[config.mk]
export PLATFORM = sky130hd
export DESIGN_NAME = fp_compare_pipe
export DESIGN_NICKNAME = d
export VERILOG_FILES = /design/src/rtl/fp_cmp_pkg.sv /design/src/rtl/fp_cmp_classify.sv /design/src/rtl/fp_compare_pipe.sv
export SDC_FILE = /design/constraint.sdc
export NUM_CORES = 1
export LEC_CHECK = 0
export ABC_AREA = 1
export ABC_CLOCK_PERIOD_IN_PS = 1200
export BUFFER_PORTS_ARGS = -buffer_cell sky130_fd_sc_hd__buf_2
export CAP_MARGIN = 20
export CORE_AREA = 4 4 72 74
export DETAILED_ROUTE_END_ITERATION = 8
export DIE_AREA = 0 0 76 78
export PLACE_DENSITY = 0.75
export REMOVE_ABC_BUFFERS = 1
export SKIP_LAST_GASP = 1
export SYNTH_ARGS = -nofsm -noshare
export SYNTH_HDL_FRONTEND = slang
export SYNTH_SLANG_ARGS = --single-unit
[constraint.sdc]
create_clock -name clk -period 1.2 [get_ports clk]
set_input_delay 0.06 -clock clk [delete_from_list [all_inputs] [get_ports clk]]
set_output_delay 0.06 -clock clk [all_outputs]
set_load 0.05 [all_outputs]
[src/rtl/fp_cmp_pkg.sv]
// Shared constants and mode decode for the FloPoCo floating-point comparator.
// Exception codes follow the FloPoCo {exn, sign, exp, frac} operand layout.
package fp_cmp_pkg;

   localparam logic [1:0] EXN_ZERO = 2'b00;
   localparam logic [1:0] EXN_NORM = 2'b01;
   localparam logic [1:0] EXN_INF  = 2'b10;
   localparam logic [1:0] EXN_NAN  = 2'b11;

   localparam logic [2:0] CMP_LT = 3'd0;
   localparam logic [2:0] CMP_LE = 3'd1;
   localparam logic [2:0] CMP_EQ = 3'd2;
   localparam logic [2:0] CMP_NE = 3'd3;
   localparam logic [2:0] CMP_GE = 3'd4;
   localparam logic [2:0] CMP_GT = 3'd5;

   // Unordered pairs arrive with all flags low, so only NE (= !eq) reports 1.
   function automatic logic decode_mode(input logic [2:0] mode, input logic lt,
                                        input logic eq, input logic gt);
      logic res;
      case (mode)
         CMP_LT:  res = lt;
         CMP_LE:  res = lt | eq;
         CMP_EQ:  res = eq;
         CMP_NE:  res = !eq;
         CMP_GE:  res = gt | eq;
         CMP_GT:  res = gt;
         default: res = 1'b0;
      endcase
      return res;
   endfunction

endpackage

[src/rtl/fp_cmp_classify.sv]
// Combinational ordering of two FloPoCo operands using magnitude keys only;
// produces raw lt/eq/gt flags plus the unordered (NaN) indication.
module fp_cmp_classify #(
   parameter int unsigned WE = 11,
   parameter int unsigned WF = 20,
   localparam int unsigned W  = WE + WF + 3,
   localparam int unsigned KW = WE + WF + 2
) (
   input  logic [W-1:0] a,
   input  logic [W-1:0] b,
   output logic         lt,
   output logic         eq,
   output logic         gt,
   output logic         unordered
);
   import fp_cmp_pkg::*;

   logic [1:0]    exn_a, exn_b;
   logic          sign_a, sign_b;
   logic [KW-1:0] key_a, key_b;

   always_comb begin
      exn_a  = a[W-1 -: 2];
      exn_b  = b[W-1 -: 2];
      sign_a = a[W-3];
      sign_b = b[W-3];
      // Zero and infinity carry don't-care exp/frac bits; mask so keys order cleanly.
      key_a  = {exn_a, a[W-4:0]};
      key_b  = {exn_b, b[W-4:0]};
      if (exn_a == EXN_ZERO || exn_a == EXN_INF) key_a[KW-3:0] = '0;
      if (exn_b == EXN_ZERO || exn_b == EXN_INF) key_b[KW-3:0] = '0;

      lt        = 1'b0;
      eq        = 1'b0;
      gt        = 1'b0;
      unordered = 1'b0;
      if (exn_a == EXN_NAN || exn_b == EXN_NAN) begin
         unordered = 1'b1;
      end else if (exn_a == EXN_ZERO && exn_b == EXN_ZERO) begin
         eq = 1'b1;
      end else if (sign_a != sign_b) begin
         lt = sign_a;
         gt = sign_b;
      end else begin
         eq = (key_a == key_b);
         lt = sign_a ? (key_a > key_b) : (key_a < key_b);
         gt = !lt && !eq;
      end
   end

endmodule

[src/rtl/fp_compare_pipe.sv]
// Pipelined six-mode floating-point comparator with valid/ready flow control.
// One global enable stalls every stage together; bubbles are not squeezed.
module fp_compare_pipe #(
   parameter int unsigned WE     = 11,
   parameter int unsigned WF     = 20,
   parameter int unsigned STAGES = 2,
   localparam int unsigned W     = WE + WF + 3
) (
   input  logic         clk,
   input  logic         rst,
   input  logic         in_valid,
   output logic         in_ready,
   input  logic [W-1:0] in_a,
   input  logic [W-1:0] in_b,
   input  logic [2:0]   mode,
   output logic         out_valid,
   input  logic         out_ready,
   output logic         result,
   output logic         unordered,
   output logic         lt,
   output logic         eq,
   output logic         gt
);
   import fp_cmp_pkg::*;

   logic       en;
   logic       c_lt, c_eq, c_gt, c_unord;
   logic       p_valid, p_lt, p_eq, p_gt, p_unord;
   logic [2:0] p_mode;

   logic out_valid_q, out_valid_d;
   logic result_q, result_d;
   logic unord_q, unord_d;
   logic lt_q, lt_d, eq_q, eq_d, gt_q, gt_d;

   assign en       = !out_valid_q || out_ready;
   assign in_ready = en;

   fp_cmp_classify #(
      .WE(WE),
      .WF(WF)
   ) u_classify (
      .a        (in_a),
      .b        (in_b),
      .lt       (c_lt),
      .eq       (c_eq),
      .gt       (c_gt),
      .unordered(c_unord)
   );

   if (STAGES == 1) begin : g_single
      assign p_valid = in_valid;
      assign p_lt    = c_lt;
      assign p_eq    = c_eq;
      assign p_gt    = c_gt;
      assign p_unord = c_unord;
      assign p_mode  = mode;
   end else begin : g_two
      logic       s1_valid_q, s1_valid_d;
      logic [3:0] s1_flags_q, s1_flags_d;
      logic [2:0] s1_mode_q, s1_mode_d;

      always_comb begin
         s1_valid_d = s1_valid_q;
         s1_flags_d = s1_flags_q;
         s1_mode_d  = s1_mode_q;
         if (en) begin
            s1_valid_d = in_valid;
            s1_flags_d = {c_unord, c_lt, c_eq, c_gt};
            s1_mode_d  = mode;
         end
      end

      always_ff @(posedge clk or posedge rst) begin
         if (rst) begin
            s1_valid_q <= 1'b0;
            s1_flags_q <= '0;
            s1_mode_q  <= '0;
         end else begin
            s1_valid_q <= s1_valid_d;
            s1_flags_q <= s1_flags_d;
            s1_mode_q  <= s1_mode_d;
         end
      end

      assign p_valid = s1_valid_q;
      assign {p_unord, p_lt, p_eq, p_gt} = s1_flags_q;
      assign p_mode  = s1_mode_q;
   end

   always_comb begin
      out_valid_d = out_valid_q;
      result_d    = result_q;
      unord_d     = unord_q;
      lt_d        = lt_q;
      eq_d        = eq_q;
      gt_d        = gt_q;
      if (en) begin
         out_valid_d = p_valid;
         result_d    = decode_mode(p_mode, p_lt, p_eq, p_gt);
         unord_d     = p_unord;
         lt_d        = p_lt;
         eq_d        = p_eq;
         gt_d        = p_gt;
      end
   end

   always_ff @(posedge clk or posedge rst) begin
      if (rst) begin
         out_valid_q <= 1'b0;
         result_q    <= 1'b0;
         unord_q     <= 1'b0;
         lt_q        <= 1'b0;
         eq_q        <= 1'b0;
         gt_q        <= 1'b0;
      end else begin
         out_valid_q <= out_valid_d;
         result_q    <= result_d;
         unord_q     <= unord_d;
         lt_q        <= lt_d;
         eq_q        <= eq_d;
         gt_q        <= gt_d;
      end
   end

   assign out_valid = out_valid_q;
   assign result    = result_q;
   assign unordered = unord_q;
   assign lt        = lt_q;
   assign eq        = eq_q;
   assign gt        = gt_q;

endmodule

======== Word-level counts from Yosys, hierarchy flattened ========
Index checks and enable logic that the tools add are counted.
word-level totals
  register bits ........................... 14
  input bits .............................. 75
  output and inout bits ................... 7
  word-level logic and storage cells ...... 51
cells by class
  magnitude comparators ................... 2
  equal/unequal tests ..................... 11
  multiplexer cells ....................... 14
  bitwise logic cells ..................... 2
  reductions and logical operators ........ 13
operators with widths
  cell                                                              number
  31-bit 2-to-1 mux                                                 2
  33-bit == test                                                    1
  33-bit > comparator                                               1
  33-bit < comparator                                               1
  1-bit 2-to-1 mux                                                  11
  2-bit == test (second input constant)                             4
  3-bit by 2-bit == test with 1-bit output (second input constant)  2
  3-bit == test (second input constant)                             2
  1-bit case mux with 6 select lines                                1
  1-bit zero test                                                   4
  2-bit zero test                                                   2
  1-bit logical OR                                                  4
  3-bit by 1-bit == test with 1-bit output (second input constant)  1
  3-bit zero test                                                   1
  1-bit logical AND                                                 2
  1-bit bitwise OR                                                  2
  1-bit != test                                                     1

======== Logic depth before layout (Yosys ltp) ========
  word-level depth ........................ 10
  mapped depth ............................ 19
  mapped depth without buffers ............ 17

======== Hierarchy ========
A second synthesis with hierarchy kept.
second synthesis, totals
  cell total of the unflattened synthesis .. 336
  area, all modules ....................... 2015.7 um2
modules (own cells, without submodules)
  module           times used  cells an instance  area each (um2)  sequential area each (um2)
  fp_cmp_classify  1           270                1401.3           0.0
  fp_compare_pipe  1           66                 614.3            350.3

======== Worst setup path before layout ========
OpenSTA, ideal clock, no wires.
  path kind ............................... input port to flip-flop
  start ................................... in in_a[32]
  end ..................................... reg g_two.s1_flags_q[2]
  library setup time ...................... 0.116 ns
  arrival ................................. 1.597 ns
  required time ........................... 1.084 ns
  slack ................................... -0.513 ns
  cell stages on the path ................. 17
  path buffers ............................ 2
  path through ............................ clkbuf_1 -> clkbuf_1 -> nand2_1 -> inv_1 -> ha_1 -> nand2_2 -> inv_2 -> nand2_1 -> nand2_1 -> a21oi_2 -> nand2_1 -> nor2_1 -> nand2_1 -> nand2_1 -> nand2_1 -> nand2_1 -> nand2_1
between the ends
  longest elaborated chain between the ends .. 8
  elaborated cells between the ends (all ways) .. 13
  those cells by class .................... order compare (2); eq/ne (2); mux (5); reduce/logical (4)
RTL lines
  item                                                        RTL line                                      source
  start: declaration                                          fp_compare_pipe.sv:13                         input logic [W-1:0] in_a,
  2-bit == test or 2-bit zero test (tied branches)            fp_cmp_classify.sv:30, fp_cmp_classify.sv:39
  1-bit logical OR                                            fp_cmp_classify.sv:30                         if (exn_a == EXN_ZERO || exn_a == EXN_INF) key_a[KW-3:0] = '0;
  31-bit 2-to-1 mux                                           fp_cmp_classify.sv:30
  33-bit < comparator or 33-bit > comparator (tied branches)  fp_cmp_classify.sv:46                         lt = sign_a ? (key_a > key_b) : (key_a < key_b);
  1-bit 2-to-1 mux                                            fp_cmp_classify.sv:46
  1-bit 2-to-1 mux                                            fp_cmp_classify.sv:41                         end else if (sign_a != sign_b) begin
  1-bit 2-to-1 mux                                            fp_cmp_classify.sv:39                         end else if (exn_a == EXN_ZERO && exn_b == EXN_ZERO) begin
  1-bit 2-to-1 mux *                                          fp_cmp_classify.sv:37                         if (exn_a == EXN_NAN || exn_b == EXN_NAN) begin
  end signal: assignment                                      fp_compare_pipe.sv:81                         s1_flags_q <= s1_flags_d;
  end: declaration                                            fp_compare_pipe.sv:60                         logic [3:0] s1_flags_q, s1_flags_d;
Every way passes the cells marked *; elsewhere a longest branch is shown, timed or not.
A chain may end at the register's enable or synchronous reset.

======== Worst setup path in the final report ========
Same ends and word-level chain as after synthesis.

==> summary.txt <==
Run status
  – Status: finished, violations left
  – Violated checks: setup timing

Synthesis
  – Top cell type's share of synthesized area: between 20% and 30%
  – Post-synthesis sequential area ratio: around 18%
  – Largest area contributor in the netlist: nand2_1
  – Synth Instances: 329
  – Synth warn: 0
  – Netlist cell types: 25
  – Mapped Avg Cell Area: 5.89 um2
  – Synth area leaders: nand2_1 26%, ha_1 21%, dfrtp_1 18%, inv_1 11%, nor2_1 4.3%
  – Mapped cell area: 1940 um2
  – Seq cells post-synth: 14

Timing
  – Clock Skews: approximately 0.00032 ns
  – Pins over their slew limit: 0
  – Fmax: 689 MHz
  – Final period utilization: 121%
  – Slew headroom: 66.0%
  – Setup TNS: -0.670 ns
  – Final Setup Violations: 3
  – Final Hold Slack: 0.0290 ns
  – RSZ-0062 raised after global routing: yes
  – Final hold violation count: 0
  – Worst setup slack after layout: -0.252 ns
  – Worst-Margin Slew: slightly above 0.5 ns
  – Min Clock Period, post-route: between 1 and 1.5 ns

Drt
  – Drt pass-1 iters: 4
  – Via density: 5.08
  – DR WL/cell: approximately 14 um
  – Iteration-0 DRC Markers: 125
  – Antenna Nets Post-Route: 0
  – Via count: 2461
  – DRC Markers: 0
  – Final WL: 6.71 mm

Setup path
  – WP data required: 1.33 ns
  – Crit path capture type: flip-flop
  – Startpoint Class: input pin
  – Crit path cell chain: buf_16 -> buf_8 -> nand2_2 -> inv_2 -> ha_4 -> nand2_4 -> inv_2 -> nand2_1 -> nand2_1 -> a21oi_2 -> nand2_1 -> nor2_2 -> nand2_1 -> nand2_2 -> nand2_2 -> nand2_2 -> nand2_1
  – CP Max Fanout: 7
  – Cell mode on critical path: nand2_1
  – Critical path class: input pin to flip-flop
  – Slowest-stage cell, CP: ha_4
  – Cell family with most CP delay: simple AND/OR/NAND/NOR gates
  – Crit-path max cell delay: 0.25 ns
  – Arrival time worst endpoint: 1.58 ns
  – Buf+Inv Stages, Crit Path: 4

Flow run
  – Max cap viols: 0

GRT
  – Initial antenna violation count: 0
  – GRT Util Overall: between 20% and 30%
  – Largest net degree at the start of global routing: 15
  – Overflow after GRT: 0
  – Vias in the first global route: 2565
  – First-pass GRT wire length: 10.8 mm

Cells and area
  – ANT cells: 0
  – Most frequent cells in the layout: 99 x nand2_1, 78 x buf_2, 36 x inv_1
  – Post-route cell area: 3390 um2
  – Fraction of layout cells with a size suffix above 1: a little over half
  – Final Util: 73.8%
  – Area Overhead vs Synth: 75.0%
  – Nets@finish: between 500 and 600
  – Most common cell after layout, fill and taps aside: nand2_1

Placement
  – I/O Buffers: 81
  – Post-DP HPWL: ~4.0 mm
  – Post-DP Area: 2520 um2
  – Routability congestion estimate: 0.822

Power
  – Pint: 1.40 mW
  – Reg power frac: 24.3%
  – Switch Pwr: just under 1 mW
  – Static leakage: ~1.8 nW
  – Power Total: 2.38 mW
  – Pwr Density: about 700 nW/um2
  – Comb pwr share: 60.2%
  – Switching Share: ~40%
  – Peak supply drop: approximately 420 uV
  – Clock share of power: 15.5%

Floorplanning
  – Die Wd: 76 um
  – Starting Density: 42.2%
  – Die ar.: between 5000 and 6000 um2
  – Die span in y: 78 um
  – Core area: about 4600 um2
  – Top Ports: 82
  – Row count: 25

CTS
  – Clock Root Buffer: clkbuf_8
  – CTS tree: done
  – H-tree depth: 1
  – CTS clk-pin slew, worst paths: 0.05 ns
  – TritonCTS Buffers: 3
  – Clk buf depth: 2
  – Clk_lat worst skew: 0.24 ns
  – CTS Sinks: 14

Min path
  – Class of the worst hold path: input pin to flip-flop
[sequential cells by signal, summed over array words and instances (netlist names)]
signal / count
gt: 1
g_two.s1_mode_q: 3
eq: 1
out_valid: 1
unordered: 1
lt: 1
result: 1
g_two.s1_valid_q: 1
g_two.s1_flags_q: 4
[Yosys cell counts]
cell type / instances
clkbuf_1: 8
o21ai_2: 1
buf_2: 1
o21a_1: 1
nor2_2: 4
nand3_2: 1
nor2_4: 1
nand2_2: 4
nand3_1: 8
nor3_1: 1
nand4_1: 3
o21ai_0: 11
ha_1: 33
dfrtp_1: 14
nor4_1: 1
a21oi_2: 1
a21o_1: 1
nand2_1: 134
a21oi_1: 14
a31oi_1: 1
inv_2: 3
buf_6: 1
inv_1: 59
or2_1: 1
nor2_1: 22
[metrics by stage]
stage	std cells	setup slack, ns
after floorplan	319	-0.734
after global placement	469	-0.506
after detailed placement	469	-0.548
after CTS	482	-0.144
after global routing	484	-0.353
final	484	-0.252
[routing by layer]
metal | vias to the layer above | wire (um) | global-route usage [%]
met2 | 111 | 3430 | 39.7
met5 | - | 0 | 0
li1 | 1209 | - | -
met3 | 30 | 408 | 3.02
met4 | 0 | 284 | 9.07
met1 | 1111 | 2590 | 23.9
[final timing paths]
path,startpoint,endpoint,slack [ns],cells after the start
min in group asynchronous,rst,out_valid,0.39,3
worst max register to register,out_valid,g_two.s1_flags_q[2],0.01,8
worst min-delay path,in_valid,g_two.s1_valid_q,0.03,3
worst min register to register,g_two.s1_valid_q,out_valid,0.45,2
max in group asynchronous,rst,g_two.s1_mode_q[2],0.47,3
worst max-delay path,in_a[32],g_two.s1_flags_q[2],-0.25,17
[power groups by stage]
stage | Clock, mW | Sequential [mW] | Combinational, mW
finish | 0.368 | 0.580 | 1.43
global route | 0.398 | 0.590 | 1.57
CTS | 0.372 | 0.579 | 1.26
detailed placement | 0 | 0.585 | 0.969
global placement | 0 | 0.582 | 0.957
floorplan | 0 | 0.705 | 0.478
[layout make-up]
cell class                      count  area, um2
Multi-Input combinational cell    243       1880
Fill cell                         321       1200
Timing Repair Buffer              108        818
Sequential cell                    14        350
Inverter                           62        233
Tap cell                           54       67.6
Clock buffer                        3       41.3
[logic make-up after synthesis]
kind of cell,Yosys count,synth area share [%]
AND/OR/NAND/NOR,180,37.8
AO/OA/AOI/OAI,30,8.45
flip-flops,14,18.1
adder cells (fa/ha/maj),33,21.3
buffers and inverters,72,14.4
[tightest hold or removal path, stage by stage]
cell and delay [ns]:
buf_2 0.07, nand2_1 0.04, o21ai_0 0.06
[repair_timing]
action                                  CTS  global route
cloned                                    5             0
hold buffers                              1             0
endpoints found under the hold margin    14             0
gates resized for setup                  88            51
endpoints found under the setup margin    4             4
pin swaps                                55            28
buffers inserted                          4             2
(Power assumes the default switching activity.)
